==> src/rtl/whack_scorer.sv <==
// Player-side mole scorer: synchronizes the four active-low keys and classifies each armed mole as a hit or a miss.
// Optional macro WHACK_PENALTY_EN: a press while no mole is armed costs one point and counts as a miss.
module whack_scorer #(
  parameter int WINDOW = 50_000_000,
  parameter int HOLES  = 4
) (
  input  logic       clock,
  input  logic       clear_b,
  input  logic       new_mole,
  input  logic [3:0] mole_in,
  input  logic [3:0] key_n,
  output logic       mole_active,
  output logic       hit,
  output logic       miss,
  output logic [7:0] score,
  output logic [7:0] miss_count
);

  localparam int CW = (WINDOW > 2) ? $clog2(WINDOW) : 1;
  localparam logic [3:0] HMASK = 4'((1 << HOLES) - 1);

  typedef enum logic {IDLE, ARMED} state_t;

  state_t        state_q;
  logic [3:0]    s1_q, s2_q, prev_q;
  logic [1:0]    mole_q;
  logic [CW-1:0] win_cnt_q;
  logic          hit_q, miss_q;
  logic [7:0]    score_q, miss_cnt_q;
  logic [3:0]    press_d;
  logic [3:0]    target_d;
  logic          valid_in_d;

  function automatic logic [7:0] sat_inc(input logic [7:0] v);
    return (v == 8'hFF) ? v : v + 8'd1;
  endfunction

  function automatic logic [7:0] sat_dec(input logic [7:0] v);
    return (v == 8'h00) ? v : v - 8'd1;
  endfunction

  // Keys are asynchronous: two flops for metastability, a third to find the falling edge.
  always_ff @(posedge clock or negedge clear_b) begin
    if (!clear_b) begin
      s1_q   <= 4'hF;
      s2_q   <= 4'hF;
      prev_q <= 4'hF;
    end else begin
      s1_q   <= key_n;
      s2_q   <= s1_q;
      prev_q <= s2_q;
    end
  end

  assign press_d    = ~s2_q & prev_q & HMASK;
  assign target_d   = 4'b0001 << mole_q;
  assign valid_in_d = (mole_in < 4'(HOLES));

  always_ff @(posedge clock or negedge clear_b) begin
    if (!clear_b) begin
      state_q    <= IDLE;
      mole_q     <= '0;
      win_cnt_q  <= '0;
      hit_q      <= 1'b0;
      miss_q     <= 1'b0;
      score_q    <= '0;
      miss_cnt_q <= '0;
    end else begin
      hit_q  <= 1'b0;
      miss_q <= 1'b0;
      case (state_q)
        IDLE: begin
`ifdef WHACK_PENALTY_EN
          if (press_d != 4'b0000) begin
            score_q    <= sat_dec(score_q);
            miss_q     <= 1'b1;
            miss_cnt_q <= sat_inc(miss_cnt_q);
          end
`endif
          if (new_mole && valid_in_d) begin
            mole_q    <= mole_in[1:0];
            win_cnt_q <= CW'(WINDOW - 1);
            state_q   <= ARMED;
          end
        end
        ARMED: begin
          // Press results outrank a simultaneous new_mole, which is then dropped.
          if (press_d == target_d) begin
            hit_q   <= 1'b1;
            score_q <= sat_inc(score_q);
            state_q <= IDLE;
          end else if (press_d != 4'b0000) begin
            miss_q     <= 1'b1;
            miss_cnt_q <= sat_inc(miss_cnt_q);
            state_q    <= IDLE;
          end else if (new_mole) begin
            miss_q     <= 1'b1;
            miss_cnt_q <= sat_inc(miss_cnt_q);
            if (valid_in_d) begin
              mole_q    <= mole_in[1:0];
              win_cnt_q <= CW'(WINDOW - 1);
            end else begin
              state_q <= IDLE;
            end
          end else if (win_cnt_q == '0) begin
            miss_q     <= 1'b1;
            miss_cnt_q <= sat_inc(miss_cnt_q);
            state_q    <= IDLE;
          end else begin
            win_cnt_q <= win_cnt_q - CW'(1);
          end
        end
        default: state_q <= IDLE;
      endcase
    end
  end

  assign mole_active = (state_q == ARMED);
  assign hit         = hit_q;
  assign miss        = miss_q;
  assign score       = score_q;
  assign miss_count  = miss_cnt_q;

endmodule

==> config.mk <==
export PLATFORM = sky130hd
export DESIGN_NAME = whack_scorer
export DESIGN_NICKNAME = d
export VERILOG_FILES = /design/src/rtl/whack_scorer.sv
export SDC_FILE = /design/constraint.sdc
export NUM_CORES = 1
export LEC_CHECK = 0
export ABC_AREA = 1
export ABC_CLOCK_PERIOD_IN_PS = 4230
export CELL_PAD_IN_SITES_DETAIL_PLACEMENT = 2
export CELL_PAD_IN_SITES_GLOBAL_PLACEMENT = 2
export CORE_MARGIN = 2
export CORE_UTILIZATION = 36
export DETAILED_ROUTE_END_ITERATION = 16
export PLACE_DENSITY = 0.88
export SKIP_CTS_REPAIR_TIMING = 1
export SLEW_MARGIN = 20
export SYNTH_ARGS = -nofsm -noshare
export SYNTH_HDL_FRONTEND = slang
export SYNTH_SLANG_ARGS = --single-unit
export TNS_END_PERCENT = 10
==> constraint.sdc <==
create_clock -name clock -period 4.23 [get_ports clock]
set_input_delay 0.846 -clock clock [delete_from_list [all_inputs] [get_ports clock]]
set_output_delay 0.846 -clock clock [all_outputs]
set_load 0.03 [all_outputs]
==> metrics.md, run 1 <==
| Metric | Value |
|---|---|
| Mapped Cells | 467 |
| Most common cell after layout, fill and taps aside | nand2_1 |
| Worst Path Buf+Inv | 4 |
| Largest net degree at the start of global routing | 34 |
| Vias in the first global route | 3865 |
| Hold Fails Final Rpt | 0 |
| Post-synthesis sequential area ratio | 44.0% |
| Core area | 9200 sq um |
| # port buffers | 29 |
| Setup TNS | 0 ns |
| Startpoint Class | input port |
| Clk_lat worst skew | 0.36 ns |
| Clk buf depth | 2 |
| # rows | 35 |
| FF/Latch Area | 1490 sq um |
| Worst hold slack | 0.360 ns |
| Slew Limit Fails | 0 |
| H-tree levels | 3 |
| Post-route DRC violation count | 0 |
| Share of the synthesized area in the top cell type | 34.7% |
| Met1 Wirelength | 5.00 mm |
| Cell area power density | 493 nW/um^2 |
| Synthesized area | 3390 sq um |
| Final worst-path cycle share | 70.6% |
| CP Depth | 10 |
| Drt first pass iters | 4 |
| Met2 WL | 6.04 mm |
| Die Y | 101 um |
| Initial antenna violation count | 0 |
| Syn_area_per_cell | 7.26 sq um |
| Top Layer Used | met4 |
| Routability cong. | 0.811 |
| R2r worst-path depth | 10 |
| Post-layout minimum cycle time | 2.99 ns |
| Fill count | 1061 |
| Worst-path clk slew | 0.07 ns |
| Post-detail-place hpwl | 7.91 mm |
| ANT cells | 0 |
| PnR Total Power | 1.95 mW |
| Most used cell, CP | nand2_1 |
| Total number of yosys warnings | 0 |
| Finished Cell Area | 3960 sq um |
| Setup violations, final | 0 |
| Slew @ Worst Pin | 0.728 ns |
| Die X | 101 um |
| Clk root buf | clkbuf_8 |
| Peak VDD IR | 0.208 mV |
| Flops & latches, synth | 59 |
| CTS tree | done |
| Cell breakdown of the critical path | clkdlybuf4s50_1 -> inv_2 -> or2_1 -> nand2_1 -> nand2_1 -> inv_2 -> nand3_2 -> buf_4 -> nand2_1 -> o21ai_1 |
| Number of distinct library cells after synthesis | 30 |
| Critical Path RT | 4.46 ns |
| Fin Clk Skew | 0.0133 ns |
| Multi-input gate area | 1670 sq um |
| CP max FO | 24 |
| Overall global routing resource usage | 24.7% |
| Vias per cell | 5.49 |
| Detailed-route wire length | 11.6 mm |
| Crit end category | flip-flop |
| # IOs | 30 |
| Leading post-synthesis cells by cell area | dfrtp_1, nand2_1, dfstp_2, nor2_1, nand4_1 |
| Initial DRC count | 115 |
| Layout area overhead | 16.8% |
| Reg2reg setup slack | 1.67 ns |
| Via count | 3373 |
| RSZ-0062 raised after global routing | no |
| Post-DP Area | 3770 sq um |
| Syn Nets | 481 |
| Max_slew headroom | 51.3% |
| WL/cell | 18.9 um |
| Most frequent cells in the layout | nand2_1, nor2_1, dfrtp_1 |
| Worst Path Arrival | 3.21 ns |
| R2r startpoint | win_cnt_q[0] |
| LEAKAGE | 1.91 nW |
| Final net count | 512 |
| Hold crit path type | reg2reg |
| Fmax | 335 MHz |
| CTS buffer count | 9 |
| Crit path kind | in2reg |
| Max_cap viols | 0 |
| Total grt overflow | 0 |
| Crit path to | win_cnt_q[4] |
| Wire length on met3 | 342 um |
| Crit path max-delay family | buffers and inverters |
| Initial core utilization | 36.9% |
| Slowest cell on crit path | clkdlybuf4s50_1 |
| Die area | 10200 sq um |
| First-pass GRT wire length | 19.5 mm |
| Detail Route Antenna Nets | 0 |
| Cell type with the largest total area after synthesis | dfrtp_1 |
| Status | complete, no violations |
| CP startpoint | new_mole |
| Slowest cell delay on critical path | 0.60 ns |
| Layout cell share with drive strength beyond 1 | 9.94% |
| Reg2reg end | win_cnt_q[4] |
| Clk sinks | 59 |
[worst min-delay path by stage]
stage	cells past startpoint	to	slack (ns)	from
after floorplan	0	s2_q[0]	0.35	s1_q[0]
after global placement	0	s2_q[3]	0.35	s1_q[3]
after detailed placement	0	s2_q[3]	0.35	s1_q[3]
after CTS	0	s2_q[2]	0.36	s1_q[2]
after global routing	0	s2_q[2]	0.36	s1_q[2]
final	0	s2_q[0]	0.36	s1_q[0]
[state kept, by name (all words and copies together) (netlist names)]
signal	cells
mole_active	1
s1_q	4
prev_q	4
win_cnt_q	26
mole_q	2
s2_q	4
hit	1
score	8
miss	1
miss_count	8
[cell type report]
| type | count | share of cell area (%) |
|---|---|---|
| Multi-Input combinational cell | 353 | 42.1 |
| Sequential cell | 59 | 37.7 |
| Timing Repair Buffer | 32 | 7.77 |
| Inverter | 43 | 4.08 |
| Tap cell | 111 | 3.51 |
| Clock buffer | 10 | 3.22 |
| Clock inverter | 6 | 1.64 |
[worst register-to-register path, cell delays in order (launching register included)]
cell	delay, ns
dfrtp_1	0.39
inv_1	0.19
ha_1	0.35
nand2_2	0.17
nor2_8	0.20
and2_1	0.17
nand3_1	0.09
nand3_2	0.41
buf_4	0.32
nand2_1	0.10
o21ai_1	0.09
[stage by stage]
step                      worst slack [ns]  utilization (%)  cells
after floorplan                       2.28                -    467
after global placement                1.05             41.0    598
after detailed placement             0.899             41.0    598
after CTS                             1.25             43.0    614
after global routing                  1.05             43.0    614
final                                 1.24             43.0    614
[kinds of logic (layout without fill, tap and decap cells)]
group | Yosys count | in the layout | synth area share, %
AO/OA/AOI/OAI | 22 | 22 | 3.43
XOR/XNOR | 12 | 12 | 3.10
adder cells (fa/ha/maj) | 3 | 3 | 1.11
buffers and inverters | 55 | 91 | 6.86
flip-flops | 59 | 59 | 44.0
AND/OR/NAND/NOR | 316 | 316 | 41.5
[synth_stat cells, drive strengths merged]
| cell type | count |
|---|---|
| or2 | 8 |
| nor3 | 3 |
| nand2 | 161 |
| dfstp | 12 |
| nand3 | 31 |
| nor4 | 4 |
| xnor2 | 4 |
| dfrtp | 47 |
| ha | 3 |
| a21oi | 2 |
| nand4 | 35 |
| a21o | 1 |
| and2 | 1 |
| inv | 43 |
| nor2 | 69 |
| nand3b | 4 |
| buf | 6 |
| o21ai | 19 |
| clkbuf | 6 |
| xor2 | 8 |
[where the power goes]
group | switching, mW | internal, mW
registers | 0.141 | 0.666
logic | 0.411 | 0.202
clock network | 0.256 | 0.273
[layer usage]
layer	vias up	track usage, %
li1	1563	-
met1	1733	29.8
met2	55	43.5
met3	22	4.85
met4	0	8.84
met5	-	0
Power figures use the tool's default switching activity.
==> run 2, diff against run 1 <==
ABC_CLOCK_PERIOD_IN_PS = 2900   (was 4230)
CORE_UTILIZATION = 33   (was 36)
PLACE_DENSITY = 0.82   (was 0.88)
clock period = 2.9 ns   (was 4.23 ns; I/O delays follow)
==> run 2 against run 1 <==
- utilization decreased by 3.4 points
- clock skew decreased by 0.0032 ns
- routed wire length decreased by 8.2%
- worst hold slack got worse by 0.0019 ns
- global-route usage decreased by 4.0 points
- via count decreased by 3.2%
- register-to-register slack got worse by 1.0 ns
- largest cell class unchanged
==> metrics.md, run 2 (synthesized netlist as in run 1, its figures left out) <==
| Metric | Value |
|---|---|
| Status | complete, no violations |
| Final std cells w/o fill | 643 |
| Most frequent cells in the layout | nand2_1, nor2_1, dfrtp_1 |
| Crit path kind | reg2out |
| Post-layout minimum cycle time | 2.41 ns |
| Peak VDD IR | 0.357 mV |
| Total grt overflow | 0 |
| Fmax | 416 MHz |
| Wire length on met3 | 171 um |
| # rows | 37 |
| Post-route setup slack | 0.494 ns |
| Crit path max-delay family | buffers and inverters |
| LEAKAGE | 1.92 nW |
| Slew Limit Fails | 0 |
| Worst-path clk slew | 0.07 ns |
| Startpoint Class | flip-flop |
| H-tree levels | 3 |
| Post-detail-place hpwl | 7.70 mm |
| CP Depth | 1 |
| Clk buf depth | 2 |
| PnR Total Power | 2.76 mW |
| Top reg by flops | win_cnt_q |
| Core area | 10100 sq um |
| CTS buffer count | 9 |
| Post-DP Area | 3830 sq um |
| Detailed-route wire length | 10.7 mm |
| RSZ-0062 raised after global routing | no |
| ANT cells | 0 |
| Clk_lat worst skew | 0.34 ns |
| # IOs | 30 |
| Setup violations, final | 0 |
| Routability cong. | 0.790 |
| Clk root buf | clkbuf_8 |
| Vias per cell | 5.08 |
| Hold Fails Final Rpt | 0 |
| Util after Layout | 39.7% |
| Worst hold slack | 0.358 ns |
| Initial antenna violation count | 0 |
| Die area | 11100 sq um |
| Die Y | 105 um |
| Max_slew headroom | 46.8% |
| Worst Path Buf+Inv | 1 |
| Most common cell after layout, fill and taps aside | nand2_1 |
| R2r worst-path depth | 10 |
| CTS tree | done |
| Max_cap viols | 0 |
| Hold Crit Depth | 0 |
| Final net count | 516 |
| Setup TNS | 0 ns |
| Hold crit path type | reg2reg |
| Largest net degree at the start of global routing | 60 |
| Layout cell share with drive strength beyond 1 | 10.8% |
| Slew @ Worst Pin | 0.797 ns |
| CP max FO | 13 |
| Clk sinks | 59 |
| Placed cells | 627 |
| WL/cell | 16.6 um |
| Worst Path Arrival | 1.83 ns |
| Cell breakdown of the critical path | clkdlybuf4s50_1 |
| # port buffers | 29 |
| Detail Route Antenna Nets | 0 |
| Die X | 105 um |
| Slowest cell delay on critical path | 0.78 ns |
| Fin Clk Skew | 0.0102 ns |
| Top Layer Used | met4 |
| First-pass GRT wire length | 18.5 mm |
| Overall global routing resource usage | 20.6% |
| Slowest cell on crit path | clkdlybuf4s50_1 |
| Post-Place Setup Slack | 0.436 ns |
| Initial core utilization | 33.4% |
| Layout area overhead | 18.7% |
| Drt first pass iters | 6 |
| Post-route DRC violation count | 0 |
| Finished Cell Area | 4020 sq um |
| Cell area power density | 687 nW/um^2 |
| Crit end category | output pin |
| Vias in the first global route | 3650 |
| Initial DRC count | 175 |
| Max FFs per register | 26 |
| Met1 Wirelength | 5.01 mm |
| Final worst-path cycle share | 83.0% |
| Met2 WL | 5.34 mm |
| Critical Path RT | 2.32 ns |
| Via count | 3264 |
run 2: cell types whose count changed in the layout (fill, tap and decap cells not counted), sizes merged:
cell | before | now
clkinvlp | 1 | 2
clkinv | 3 | 2
buf | 4 | 8
bufinv | 1 | 0
clkbuf | 10 | 11
run 2: path summary, 6_finish.rpt:
kind                                   start  slack [ns]       endpoint
max in group asynchronous            clear_b        1.96  miss_count[0]
worst max-delay path             mole_active        0.49    mole_active
worst min-delay path                 s1_q[3]        0.36        s2_q[3]
min in group asynchronous            clear_b        0.38  win_cnt_q[13]
worst max register to register  win_cnt_q[0]        0.67   win_cnt_q[3]
worst min register to register       s1_q[3]        0.36        s2_q[3]
run 2: where the power goes:
group / leakage (nW) / switching [mW] / internal [mW]
logic: 1.10 / 0.552 / 0.297
registers: 0.729 / 0.201 / 0.972
clock network: 0.0969 / 0.357 / 0.385
total: 1.92 / 1.11 / 1.65
run 2: cell type report:
class / instances / area, sq um
Fill cell: 1211 / 6110
Multi-Input combinational cell: 353 / 1670
Sequential cell: 59 / 1490
Timing Repair Buffer: 36 / 338
Tap cell: 136 / 170
Clock buffer: 11 / 163
Inverter: 43 / 161
Clock inverter: 5 / 33.8
run 2: per-layer routing:
metal,track usage [%],up-vias
met4,5.81,0
met2,35.9,32
met3,2.60,15
li1,-,1570
met1,26.9,1647
met5,0,-
==> run 3, diff against run 2 <==
ABC_CLOCK_PERIOD_IN_PS = 2500   (was 2900)
clock period = 2.5 ns   (was 2.9 ns; I/O delays follow)
==> run 3 against run 2 <==
- critical path depth up 9
- flip-flop and latch count unchanged
- highest routed layer unchanged
- non-clock buffer count increased by 2
- clock power rose by 25%
- clock skew grew 0.0034 ns
- largest cell class unchanged
- count of clock-buffer cells in the layout fell by 1
- first-iteration DRC count is 19% lower
- global-route usage rose by 1.7 points
- worst setup slack worse by 0.23 ns
- sequential power increased by 15%
- cell count is 0.31% higher
==> metrics.md, run 3 (synthesized netlist as in run 1, its figures left out) <==
| Metric | Value |
|---|---|
| Status | complete, no violations |
| Most used cell, CP | nand2_1 |
| Drt first pass iters | 4 |
| Fin Clk Skew | 0.0135 ns |
| WL/cell | 17.8 um |
| Multi-input gate area | 1670 sq um |
| RSZ-0062 raised after global routing | no |
| FF/Latch Area | 1490 sq um |
| Max FFs per register | 26 |
| Setup violations, final | 0 |
| Most frequent cells in the layout | nand2_1, nor2_1, dfrtp_1 |
| Max_cap viols | 0 |
| GR Util met3 | 3.65% |
| Die Y | 105 um |
| Cell area power density | 815 nW/um^2 |
| Initial core utilization | 33.4% |
| # IOs | 30 |
| Slew @ Worst Pin | 0.669 ns |
| Layout area overhead | 19.7% |
| Hold crit path type | in2async |
| Crit end category | flip-flop |
| Fmax | 446 MHz |
| Worst Path Buf+Inv | 1 |
| Clk root buf | clkbuf_8 |
| Sw Share | 40.5% |
| Largest net degree at the start of global routing | 36 |
| Overall global routing resource usage | 22.4% |
| Top reg by flops | win_cnt_q |
| H-tree levels | 3 |
| Die area | 11100 sq um |
| Post-route DRC violation count | 0 |
| Clock power share | 28.1% |
| CP max FO | 10 |
| Crit path kind | reg2reg |
| Initial antenna violation count | 0 |
| Cell breakdown of the critical path | inv_1 -> ha_2 -> nand2_2 -> nor2_8 -> and2_1 -> nand2_1 -> nand2_2 -> nand3_2 -> nand2_1 -> nand2_1 |
| Clk buf depth | 2 |
| Slew Limit Fails | 0 |
| Die X | 105 um |
| # rows | 37 |
| Worst Path Arrival | 2.48 ns |
| Core area | 10100 sq um |
| PnR Total Power | 3.31 mW |
| # port buffers | 29 |
| CTS buffer count | 9 |
| Max_slew headroom | 55.4% |
| Detail Route Antenna Nets | 0 |
| Via count | 3339 |
| Total grt overflow | 0 |
| Worst-path clk slew | 0.08 ns |
| LEAKAGE | 1.94 nW |
| Clk sinks | 59 |
| Final net count | 518 |
| Sequential Power Share | 40.9% |
| Hold Fails Final Rpt | 0 |
| Reg2reg setup slack | 0.26 ns |
| Clk_lat worst skew | 0.36 ns |
| Post-DP Area | 3850 sq um |
| Critical Path RT | 2.74 ns |
| Met1 Resource Use GR | 27.0% |
| Detailed-route wire length | 11.5 mm |
| First-pass GRT wire length | 19.7 mm |
| Startpoint Class | flip-flop |
| Worst hold slack | 0.167 ns |
| Internal power | 1.97 mW |
| Post-detail-place hpwl | 8.04 mm |
| Crit path max-delay family | simple AND/OR/NAND/NOR gates |
| Final worst-path cycle share | 89.6% |
| Most common cell after layout, fill and taps aside | nand2_1 |
| Initial DRC count | 142 |
| Layout cell share with drive strength beyond 1 | 11.4% |
| Setup TNS | 0 ns |
| GRT Max-Usage Layer | met2 |
| ANT cells | 0 |
| Finished Cell Area | 4060 sq um |
| Slowest cell delay on critical path | 0.38 ns |
| Logic pwr share | 31.0% |
| Post-layout minimum cycle time | 2.24 ns |
| Fill count | 1195 |
| Routability cong. | 0.775 |
| Peak VDD IR | 0.285 mV |
| Slowest cell on crit path | dfrtp_1 |
| Vias per cell | 5.18 |
| Placed cells | 629 |
| Vias in the first global route | 3823 |
| CTS tree | done |
| GR Layer Usage met2 | 40.5% |
| Final std cells w/o fill | 645 |
| Switch Pwr | 1.34 mW |
## run 3: changes by cell type in the layout (fill, tap and decap cells not counted), sizes merged
cell / before / now
buf: 8 / 10
bufinv: 0 / 1
clkbuf: 11 / 10
## run 3: power groups by stage
stage | Clock, mW | Combinational [mW] | Sequential (mW)
after floorplan | 0 | 0.573 | 1.40
after global placement | 0 | 0.949 | 1.35
after detailed placement | 0 | 1.02 | 1.37
after CTS | 0.955 | 1.04 | 1.35
after global routing | 0.997 | 1.16 | 1.39
final | 0.928 | 1.03 | 1.35
## run 3: path summary, 6_finish.rpt
| check | start | end | cells after the start |
|---|---|---|---|
| setup / recovery | win_cnt_q[0] | miss_count[3] | 10 |
| hold / removal | clear_b | win_cnt_q[23] | 1 |
| setup reg to reg | win_cnt_q[0] | miss_count[3] | 10 |
| hold reg to reg | s1_q[2] | s2_q[2] | 0 |
| max in group asynchronous | clear_b | prev_q[2] | 2 |
| min in group clock | s1_q[2] | s2_q[2] | 0 |
## run 3: cell type report
cell class / count / area share, %
repair buffers: 38 / 9.00
inverters: 43 / 3.98
flip-flops and latches: 59 / 36.7
clock buffers: 10 / 3.39
multi-input cells: 353 / 41.1
clock inverters: 6 / 1.57
well taps: 136 / 4.19
## run 3: per-stage QoR
stage / setup WS [ns] / util, %
finish: 0.260 / 40.0
global route: 0.0470 / 40.0
CTS: 0.173 / 40.0
detailed placement: 0.266 / 38.0
global placement: 0.392 / 38.0
floorplan: 0.719 / -
## run 3: routing by layer
metal | vias to the layer above | routed length [um]
met1 | 1713 | 5060
met4 | 0 | 160
met3 | 13 | 287
met5 | - | 0
li1 | 1577 | -
met2 | 36 | 6000
